--- src/rtl/mem_arb_pkg.sv ---
// Shared types and constants for the two-port memory arbiter.
package mem_arb_pkg;

   localparam int unsigned ADDR_W          = 32;
   localparam int unsigned DATA_W          = 32;
   localparam int unsigned STRB_W          = 4;
   localparam int unsigned CNT_W           = 8;
   localparam int unsigned TIMEOUT_DEFAULT = 255;

   typedef enum logic [1:0] {
      ST_IDLE = 2'd0,
      ST_GNT0 = 2'd1,
      ST_GNT1 = 2'd2
   } arb_state_e;

   localparam logic [1:0] GRANT_NONE = 2'b00;
   localparam logic [1:0] GRANT_M0   = 2'b01;
   localparam logic [1:0] GRANT_M1   = 2'b10;

   typedef struct packed {
      logic [ADDR_W-1:0] addr;
      logic [DATA_W-1:0] wdata;
      logic [STRB_W-1:0] wstrb;
   } mem_req_t;

endpackage

--- src/rtl/bus_timer.sv ---
// Saturating wait-cycle counter with timeout compare for the granted port.
module bus_timer
   import mem_arb_pkg::*;
#(
   parameter int unsigned TIMEOUT = TIMEOUT_DEFAULT
) (
   input  logic clk,
   input  logic rst,
   input  logic clear,
   input  logic tick,
   output logic expired
);

   localparam logic [CNT_W-1:0] LIMIT = CNT_W'(TIMEOUT - 1);
   localparam logic [CNT_W-1:0] SAT   = '1;

   logic [CNT_W-1:0] count;

   always_ff @(posedge clk or negedge rst) begin
      if (!rst) begin
         count <= '0;
      end else if (clear) begin
         count <= '0;
      end else if (tick && (count != SAT)) begin
         count <= count + CNT_W'(1);
      end
   end

   // A zero TIMEOUT disables the compare entirely.
   assign expired = (TIMEOUT != 0) && (count == LIMIT);

endmodule

--- src/rtl/mem_arbiter.sv ---
// Two-master (instruction/data) arbiter onto a single memory port with wait timeout.
module mem_arbiter
   import mem_arb_pkg::*;
#(
   parameter int unsigned TIMEOUT = TIMEOUT_DEFAULT
) (
   input  logic              clk,
   input  logic              rst,
   input  logic              m0_valid,
   output logic              m0_ready,
   input  logic [ADDR_W-1:0] m0_addr,
   output logic [DATA_W-1:0] m0_rdata,
   input  logic              m1_valid,
   output logic              m1_ready,
   input  logic [ADDR_W-1:0] m1_addr,
   input  logic [DATA_W-1:0] m1_wdata,
   input  logic [STRB_W-1:0] m1_wstrb,
   output logic [DATA_W-1:0] m1_rdata,
   output logic              mem_valid,
   output logic [ADDR_W-1:0] mem_addr,
   output logic [DATA_W-1:0] mem_wdata,
   output logic [STRB_W-1:0] mem_wstrb,
   input  logic              mem_ready,
   input  logic [DATA_W-1:0] mem_rdata,
   output logic [1:0]        grant,
   output logic              bus_err
);

   arb_state_e state, state_nxt;
   logic       last_m1;
   logic       own0, own1, sel_valid, timer_expired, timeout;
   mem_req_t   req;

   assign own0      = (state == ST_GNT0);
   assign own1      = (state == ST_GNT1);
   assign sel_valid = (own0 & m0_valid) | (own1 & m1_valid);
   assign timeout   = timer_expired & sel_valid & ~mem_ready;

   bus_timer #(.TIMEOUT(TIMEOUT)) u_timer (
      .clk     (clk),
      .rst     (rst),
      .clear   (state == ST_IDLE),
      .tick    ((own0 | own1) & ~mem_ready),
      .expired (timer_expired)
   );

   // State and last-owner register; last_owner tracks whoever just left a grant.
   always_ff @(posedge clk or negedge rst) begin
      if (!rst) begin
         state   <= ST_IDLE;
         last_m1 <= 1'b1;
      end else begin
         state <= state_nxt;
         if ((state != ST_IDLE) && (state_nxt == ST_IDLE)) begin
            last_m1 <= own1;
         end
      end
   end

   always_comb begin
      state_nxt = state;
      case (state)
         ST_IDLE: begin
            if (m0_valid && m1_valid) begin
               state_nxt = last_m1 ? ST_GNT0 : ST_GNT1;
            end else if (m0_valid) begin
               state_nxt = ST_GNT0;
            end else if (m1_valid) begin
               state_nxt = ST_GNT1;
            end
         end
         ST_GNT0, ST_GNT1: begin
            if (!sel_valid || mem_ready || timeout) begin
               state_nxt = ST_IDLE;
            end
         end
         default: state_nxt = ST_IDLE;
      endcase
   end

   // Output muxes: everything is zero unless a port owns the bus.
   always_comb begin
      req       = '0;
      mem_valid = 1'b0;
      m0_ready  = 1'b0;
      m1_ready  = 1'b0;
      m0_rdata  = '0;
      m1_rdata  = '0;
      grant     = GRANT_NONE;
      case (state)
         ST_GNT0: begin
            req.addr  = m0_addr;
            mem_valid = m0_valid & ~timeout;
            m0_ready  = mem_ready | timeout;
            m0_rdata  = timeout ? '0 : mem_rdata;
            grant     = GRANT_M0;
         end
         ST_GNT1: begin
            req.addr  = m1_addr;
            req.wdata = m1_wdata;
            req.wstrb = m1_wstrb;
            mem_valid = m1_valid & ~timeout;
            m1_ready  = mem_ready | timeout;
            m1_rdata  = timeout ? '0 : mem_rdata;
            grant     = GRANT_M1;
         end
         default: ;
      endcase
   end

   assign mem_addr  = req.addr;
   assign mem_wdata = req.wdata;
   assign mem_wstrb = req.wstrb;
   assign bus_err   = timeout;

endmodule

--- config.mk ---
export PLATFORM = sky130hd
export DESIGN_NAME = mem_arbiter
export DESIGN_NICKNAME = d
export VERILOG_FILES = /design/src/rtl/mem_arb_pkg.sv /design/src/rtl/bus_timer.sv /design/src/rtl/mem_arbiter.sv
export SDC_FILE = /design/constraint.sdc
export NUM_CORES = 1
export LEC_CHECK = 0
export CAP_MARGIN = 10
export CORE_AREA = 2 2 107 109
export DETAILED_ROUTE_END_ITERATION = 6
export DIE_AREA = 0 0 109 111
export MAX_ROUTING_LAYER = met4
export SLEW_MARGIN = 20
export SYNTH_ARGS = -nofsm -noshare
export SYNTH_HDL_FRONTEND = slang
export SYNTH_SLANG_ARGS = --single-unit
--- constraint.sdc ---
create_clock -name clk -period 6 [get_ports clk]
set_input_delay 1.2 -clock clk [delete_from_list [all_inputs] [get_ports clk]]
set_output_delay 1.2 -clock clk [all_outputs]
set_load 0.02 [all_outputs]
==> results of run 1 <==
final timing paths:
| kind | cells past startpoint | from | slack (ns) | endpoint |
|---|---|---|---|---|
| max in group asynchronous | 1 | rst | 4.34 | last_m1 |
| min in group asynchronous | 1 | rst | 1.31 | u_timer.count[3] |
| hold / removal | 2 | u_timer.count[1] | 0.57 | u_timer.count[1] |
| setup / recovery | 7 | m1_valid | 1.44 | m1_rdata[24] |
| setup reg to reg | 6 | state[1] | 3.47 | u_timer.count[3] |
| hold reg to reg | 2 | u_timer.count[1] | 0.57 | u_timer.count[1] |
cell families after synthesis:
kind of cell             after synthesis  share of synthesized area, %
AND/OR/NAND/NOR                      163                          52.9
AO/OA/AOI/OAI                         49                          17.8
buffers and inverters                 25                          7.02
flip-flops                            11                          13.7
adder cells (fa/ha/maj)                8                          4.97
XOR/XNOR                               6                          2.61
multiplexers                           2                          1.06
metal layers:
| metal | part of all wire (%) | up-vias |
|---|---|---|
| met5 | 0 | - |
| met3 | 8.0 | 19 |
| met1 | 39 | 1240 |
| met4 | 2.1 | 0 |
| li1 | - | 1410 |
| met2 | 51 | 110 |
layout make-up:
type,instances,area (sq um)
clock inverter,1,5.00
clock buffer,3,75.1
multi-input combinational,228,1600
timing repair buffer,278,2770
inverter,3,11.3
tap,143,179
sequential,11,277
fill,1132,6160
cell usage in the layout, fill, tap and decap left out, types with 2 or more instances in the layout:
master / count
sky130_fd_sc_hd__nand2_1: 2
sky130_fd_sc_hd__o2111ai_1: 2
sky130_fd_sc_hd__xor2_1: 4
sky130_fd_sc_hd__nand4_1: 2
sky130_fd_sc_hd__xnor2_1: 2
sky130_fd_sc_hd__dfrtp_1: 10
sky130_fd_sc_hd__o211ai_1: 2
sky130_fd_sc_hd__nor2b_2: 2
sky130_fd_sc_hd__clkdlybuf4s50_1: 274
sky130_fd_sc_hd__ha_1: 7
sky130_fd_sc_hd__buf_4: 4
sky130_fd_sc_hd__and2_2: 34
sky130_fd_sc_hd__a22oi_1: 35
sky130_fd_sc_hd__inv_1: 3
sky130_fd_sc_hd__and2_1: 68
sky130_fd_sc_hd__a21oi_1: 4
sky130_fd_sc_hd__o21ai_0: 3
sky130_fd_sc_hd__nor2_1: 10
sky130_fd_sc_hd__nor2b_1: 34
sky130_fd_sc_hd__clkbuf_16: 3
sequential cells by signal, indices dropped and copies added (netlist names):
name,cells
state,2
last_m1,1
u_timer.count,8
worst register-to-register path, cell delays in order (launching register included):
cell,delay (ns)
sky130_fd_sc_hd__dfrtp_1,0.46
sky130_fd_sc_hd__inv_1,0.13
sky130_fd_sc_hd__ha_1,0.85
sky130_fd_sc_hd__and2b_1,0.26
sky130_fd_sc_hd__o21ai_0,0.21
sky130_fd_sc_hd__or3_1,0.40
sky130_fd_sc_hd__a21oi_1,0.14
report_power, final:
part	total (mW)	switching [mW]	internal [mW]
Combinational	1.57	0.799	0.772
Sequential	0.105	0.0154	0.0900
Clock	0.127	0.0380	0.0886
synthesized netlist by cell type, types with 3 or more instances:
library cell	count	area, sq um
sky130_fd_sc_hd__a21oi_1	4	20.0
sky130_fd_sc_hd__a22oi_1	35	263
sky130_fd_sc_hd__and2_1	68	425
sky130_fd_sc_hd__and2_2	34	255
sky130_fd_sc_hd__buf_1	3	11.3
sky130_fd_sc_hd__buf_6	6	67.6
sky130_fd_sc_hd__clkbuf_1	11	41.3
sky130_fd_sc_hd__dfrtp_1	10	250
sky130_fd_sc_hd__ha_1	8	100
sky130_fd_sc_hd__inv_1	3	11.3
sky130_fd_sc_hd__nor2_1	10	37.5
sky130_fd_sc_hd__nor2b_1	34	213
sky130_fd_sc_hd__o21ai_0	3	15.0
sky130_fd_sc_hd__xor2_1	4	35.0
per-stage QoR:
| stage | std cells | worst slack (ns) | cell area, sq um |
|---|---|---|---|
| after floorplan | 264 | 2.52 | 2010 |
| after global placement | 663 | 1.45 | 4840 |
| after detailed placement | 663 | 1.44 | 4840 |
| after CTS | 667 | 1.43 | 4920 |
| after global routing | 667 | 1.31 | 4920 |
| final | 667 | 1.44 | 4920 |
==> insert_results.sql, run 1 <==
INSERT INTO impl_metrics (metric_group, metric, value, unit) VALUES
('status', 'status', 'finished clean', ''),
('routing', 'detail_route.iter0.violations', '124', ''),
('synth', 'synth_seq_area_share', '13.7', '%'),
('global_routing', 'overflow', '0', ''),
('sta', 'timing.clock.skew', '0.00125', 'ns'),
('sta', 'finalSetupViolCount', '0', ''),
('sta', 'grt_setup_unrepaired', 'no', ''),
('setup_path', 'critPathCaptureType', 'output pin', ''),
('setup_path', 'worst_path_largest_cell_delay', '0.57', 'ns'),
('sta', 'final-max-slew-violation-count', '0', ''),
('synth', 'syn-mean-instance-area', '7.63', 'sq um'),
('final_layout', 'antenna_cells_inserted', '0', ''),
('global_routing', 'grt_antenna_before_repair', '0', ''),
('synth', 'synth_seq_cells', '11', ''),
('final_layout', 'final_core_utilization', '44.4', '%'),
('sta', 'slew_hr', '44.2', '%'),
('floorplanning', 'dieArea', '0.0121', 'sq mm'),
('floorplanning', 'num_io_pins', '275', ''),
('clocking', 'cts-root-buf', 'sky130_fd_sc_hd__clkbuf_16', ''),
('setup_path', 'timing.critical_path.from_type', 'primary input', ''),
('final_layout', 'flow.area_growth_from_synthesis', '144', '%'),
('floorplanning', 'std_cell_rows', '39', ''),
('setup_path', 'timing.critical_path.mode_cell', 'sky130_fd_sc_hd__clkdlybuf4s50_1', ''),
('clocking', 'clock_tree_from_tritoncts', 'yes', ''),
('routing', 'detail_route.wl_per_cell', '15.5', 'um'),
('sta', 'finalHoldViolations', '0', ''),
('synth', 'post_synth_edffs', '0', ''),
('sta', 'time_the_worst_path_needs_with_i_o_delays_and_setup', '4.56', 'ns'),
('synth', 'yosys.cell_types.count', '38', ''),
('clocking', 'ctsHoldBuffers', '0', ''),
('setup_path', 'cp.required', '4.80', 'ns'),
('synth', 'synthesis.yosys.warnings', '0', ''),
('routing', 'final_antenna_net_count', '0', ''),
('synth', 'most_instantiated_flip_flop_cell_in_the_synthesis_netlist', 'sky130_fd_sc_hd__dfrtp_1', ''),
('setup_path', 'critical_path_class', 'in -> out', ''),
('global_routing', 'grt_start_max_net_pins', '74', ''),
('sta', 'fin_hold_ws', '0.565', 'ns'),
('power_and_ir_drop', 'max-vdd-ir-drop', '0.000254', 'V'),
('synth', 'postSynthNetCount', '409', ''),
('global_routing', 'track_usage', '16.2', '%'),
('final_layout', 'design.final.nets', '670', ''),
('placed_design', 'number_of_input_and_output_port_buffers_inserted', '274', ''),
('routing', 'drt_pass1_iterations', '4', ''),
('sta', 'setup_total_negative_slack', '0', 'ns'),
('setup_path', 'worstPathMaxFanout', '32', ''),
('power_and_ir_drop', 'power.leakage', '1.83', 'nW'),
('power_and_ir_drop', 'power.density_cell_area', '367', 'mW/mm^2'),
('sta', 'fmaxAchievable', '0.219', 'GHz'),
('final_layout', 'drive_above_1_share', '9.73', '%'),
('worst_hold_path', 'hold_class', 'reg -> reg', ''),
('sta', 'worstMarginPinSlew', '0.836', 'ns'),
('routing', 'routed_wl', '10300', 'um'),
('global_routing', 'use_met1', '17.9', '%'),
('routing', 'drc', '0', ''),
('routing', 'vias_per_cell', '4.17', ''),
('setup_path', 'critical-path-top-delay-family', 'buffers and inverters', ''),
('floorplanning', 'die_width', '109', 'um'),
('clocking', 'cts_setup_buffers', '0', ''),
('clocking', 'clock-sinks', '11', ''),
('clocking', 'total_clock_buffers_created_by_cts', '3', ''),
('floorplanning', 'design.core.area', '0.0111', 'sq mm'),
('placed_design', 'dpl.hpwl', '8370', 'um'),
('global_routing', 'grt.met3_usage', '2.82', '%'),
('global_routing', 'via_count_of_the_first_global_routing_pass', '2692', ''),
('clocking', 'clk_pin_slew_worst_paths', '0.04', 'ns'),
('power_and_ir_drop', 'design_power_total', '1.80', 'mW'),
('clocking', 'cts-htree-levels', '1', ''),
('setup_path', 'timing.critical_path.buf_inv', '3', ''),
('setup_path', 'worstPathCellList', 'clkdlybuf4s50_1 > a22oi_1 > nor4_4 > nor2b_2 > buf_4 > and2_2 > clkdlybuf4s50_1', ''),
('setup_path', 'crit_arrival', '3.36', 'ns'),
('placed_design', 'final_weighted_congestion_in_routability_driven_placement', '0.800', '');
No activity file was read; power rests on OpenSTA's default activity.
==> inputs of run 2 (changes only) <==
CORE_AREA = 2 2 108 110   (was 2 2 107 109)
DIE_AREA = 0 0 110 112   (was 0 0 109 111)
clock period = 4.46 ns   (was 6 ns; I/O delays follow)
==> insert_results.sql, run 2 (synthesis results as in run 1) <==
INSERT INTO impl_metrics (metric_group, metric, value, unit) VALUES
('clocking', 'cts-htree-levels', '1', ''),
('final_layout', 'register_area', '277', 'sq um'),
('sta', 'final-max-slew-violation-count', '0', ''),
('routing', 'detail_route.wl_per_cell', '15.9', 'um'),
('routing', 'detail_route.iter0.violations', '166', ''),
('final_layout', 'largest_registers_ranked_by_flip_flop_count', 'u_timer.count (8), state (2), last_m1 (1)', ''),
('setup_path', 'worstPathMaxFanout', '32', ''),
('job', 'timing.max_cap.violations', '0', ''),
('sta', 'finalSetupViolCount', '0', ''),
('global_routing', 'grt_antenna_before_repair', '0', ''),
('global_routing', 'grt_pass1_wl', '15200', 'um'),
('final_layout', 'flow.area_growth_from_synthesis', '144', '%'),
('clocking', 'clock-sinks', '11', ''),
('routing', 'drt_pass1_iterations', '4', ''),
('final_layout', 'final_core_utilization', '44.0', '%'),
('clocking', 'clk_pin_slew_worst_paths', '0.04', 'ns'),
('sta', 'fin_hold_ws', '0.569', 'ns'),
('placed_design', 'number_of_input_and_output_port_buffers_inserted', '274', ''),
('status', 'status', 'finished clean', ''),
('global_routing', 'overflow', '0', ''),
('floorplanning', 'dieArea', '0.0123', 'sq mm'),
('final_layout', 'mostFrequentLayoutCell', 'sky130_fd_sc_hd__clkdlybuf4s50_1', ''),
('global_routing', 'via_count_of_the_first_global_routing_pass', '2756', ''),
('routing', 'routed_wl', '10600', 'um'),
('final_layout', 'largest_reg_flops', '8', ''),
('final_layout', 'drive_above_1_share', '9.54', '%'),
('floorplanning', 'die_h', '112', 'um'),
('routing', 'drc', '0', ''),
('power_and_ir_drop', 'power.leakage', '1.82', 'nW'),
('power_and_ir_drop', 'power.density_cell_area', '495', 'mW/mm^2'),
('clocking', 'clk_buf_depth', '2', ''),
('sta', 'worstMarginPinSlew', '0.929', 'ns'),
('worst_hold_path', 'timing.hold.worst_path_depth', '2', ''),
('setup_path', 'cp.required', '3.57', 'ns'),
('setup_path', 'worstRegToRegCells', '6', ''),
('placed_design', 'dpl.hpwl', '8560', 'um'),
('clocking', 'clock_tree_from_tritoncts', 'yes', ''),
('floorplanning', 'num_io_pins', '275', ''),
('final_layout', 'antenna_cells_inserted', '0', ''),
('floorplanning', 'design.core.area', '0.0112', 'sq mm'),
('clocking', 'ctsResizeCount', '0', ''),
('power_and_ir_drop', 'max-vdd-ir-drop', '0.000263', 'V'),
('final_layout', 'filler_cell_count', '1111', ''),
('floorplanning', 'die_width', '110', 'um'),
('setup_path', 'timing.critical_path.from', 'm1_valid', ''),
('sta', 'setup_total_negative_slack', '0', 'ns'),
('setup_path', 'critPathCaptureType', 'output pin', ''),
('placed_design', 'final_weighted_congestion_in_routability_driven_placement', '0.851', ''),
('sta', 'slew_hr', '38.0', '%'),
('setup_path', 'critical_path_class', 'in -> out', ''),
('sta', 'fin_crit_sh', '88.1', '%'),
('floorplanning', 'initial_core_util', '18.0', '%'),
('sta', 'timing.clock.skew', '0.00322', 'ns'),
('sta', 'fmaxAchievable', '0.254', 'GHz'),
('sta', 'grt_setup_unrepaired', 'no', ''),
('final_layout', 'largest_register', 'u_timer.count', ''),
('setup_path', 'worst_r2r_src', 'state[1]', ''),
('final_layout', 'design.final.nets', '670', ''),
('clocking', 'total_clock_buffers_created_by_cts', '3', ''),
('final_layout', 'top_library_cells_by_usage_in_the_layout_fill_and_taps_aside', 'sky130_fd_sc_hd__clkdlybuf4s50_1, sky130_fd_sc_hd__and2_1, sky130_fd_sc_hd__a22oi_1', ''),
('global_routing', 'grt_start_max_net_pins', '73', ''),
('worst_hold_path', 'hold_class', 'reg -> reg', ''),
('global_routing', 'track_usage', '16.1', '%'),
('clocking', 'ctsHoldBuffers', '0', ''),
('setup_path', 'crit_arrival', '3.04', 'ns'),
('routing', 'vias_per_cell', '4.22', ''),
('sta', 'finalHoldViolations', '0', ''),
('final_layout', 'multiInputGateArea', '0.00160', 'sq mm'),
('setup_path', 'timing.critical_path.from_type', 'primary input', ''),
('clocking', 'cts_setup_buffers', '0', ''),
('routing', 'route.vias.total', '2818', ''),
('floorplanning', 'std_cell_rows', '39', ''),
('routing', 'final_antenna_net_count', '0', ''),
('worst_hold_path', 'holdCritStartpoint', 'u_timer.count[1]', ''),
('sta', 'time_the_worst_path_needs_with_i_o_delays_and_setup', '3.93', 'ns'),
('clocking', 'clock_insertion_delay_at_the_later_pin_of_the_skew_report', '0.24', 'ns'),
('clocking', 'cts-root-buf', 'sky130_fd_sc_hd__clkbuf_16', '');
## run 2: critical path, cell delays in order
cell                              delay (ns)
sky130_fd_sc_hd__clkdlybuf4s50_1        0.49
sky130_fd_sc_hd__a22oi_1                0.36
sky130_fd_sc_hd__nor4_4                 0.10
sky130_fd_sc_hd__nor2b_2                0.11
sky130_fd_sc_hd__buf_4                  0.27
sky130_fd_sc_hd__and2_2                 0.19
sky130_fd_sc_hd__clkdlybuf4s50_1        0.61
## run 2: area by class of cell
cell class | instances | area share, %
Inverter | 3 | 0.229
Multi-Input combinational cell | 228 | 32.5
Sequential cell | 11 | 5.62
Timing Repair Buffer | 278 | 56.4
Tap cell | 143 | 3.64
Clock buffer | 4 | 1.60
## run 2: layer usage
metal	up-vias	wire, um	GRT usage [%]
met4	0	221	2.95
met5	-	0	-
met2	117	5510	29.3
met3	14	779	2.11
met1	1275	4070	18.6
li1	1412	-	-
## run 2: worst paths after layout
| path | to | slack [ns] |
|---|---|---|
| worst max-delay path | m0_rdata[13] | 0.53 |
| worst min-delay path | u_timer.count[1] | 0.57 |
| worst max register to register | u_timer.count[3] | 1.87 |
| worst min register to register | u_timer.count[1] | 0.57 |
| max in group asynchronous | last_m1 | 3.10 |
| min in group asynchronous | u_timer.count[3] | 1.00 |
## run 2: power by group
part	internal (mW)	switching, mW
Clock	0.120	0.0446
Sequential	0.121	0.0192
Combinational	1.04	1.09
Total	1.28	1.15
## run 2: metrics by stage
| stage | std cells | setup slack (ns) | power [mW] | area [sq um] |
|---|---|---|---|---|
| floorplan | 264 | 1.59 | 1.35 | 2010 |
| CTS | 667 | 0.504 | 2.46 | 4920 |
| global route | 667 | 0.405 | 2.60 | 4920 |
| global placement | 663 | 0.556 | 2.27 | 4840 |
| finish | 667 | 0.530 | 2.43 | 4920 |
| detailed placement | 663 | 0.506 | 2.29 | 4840 |
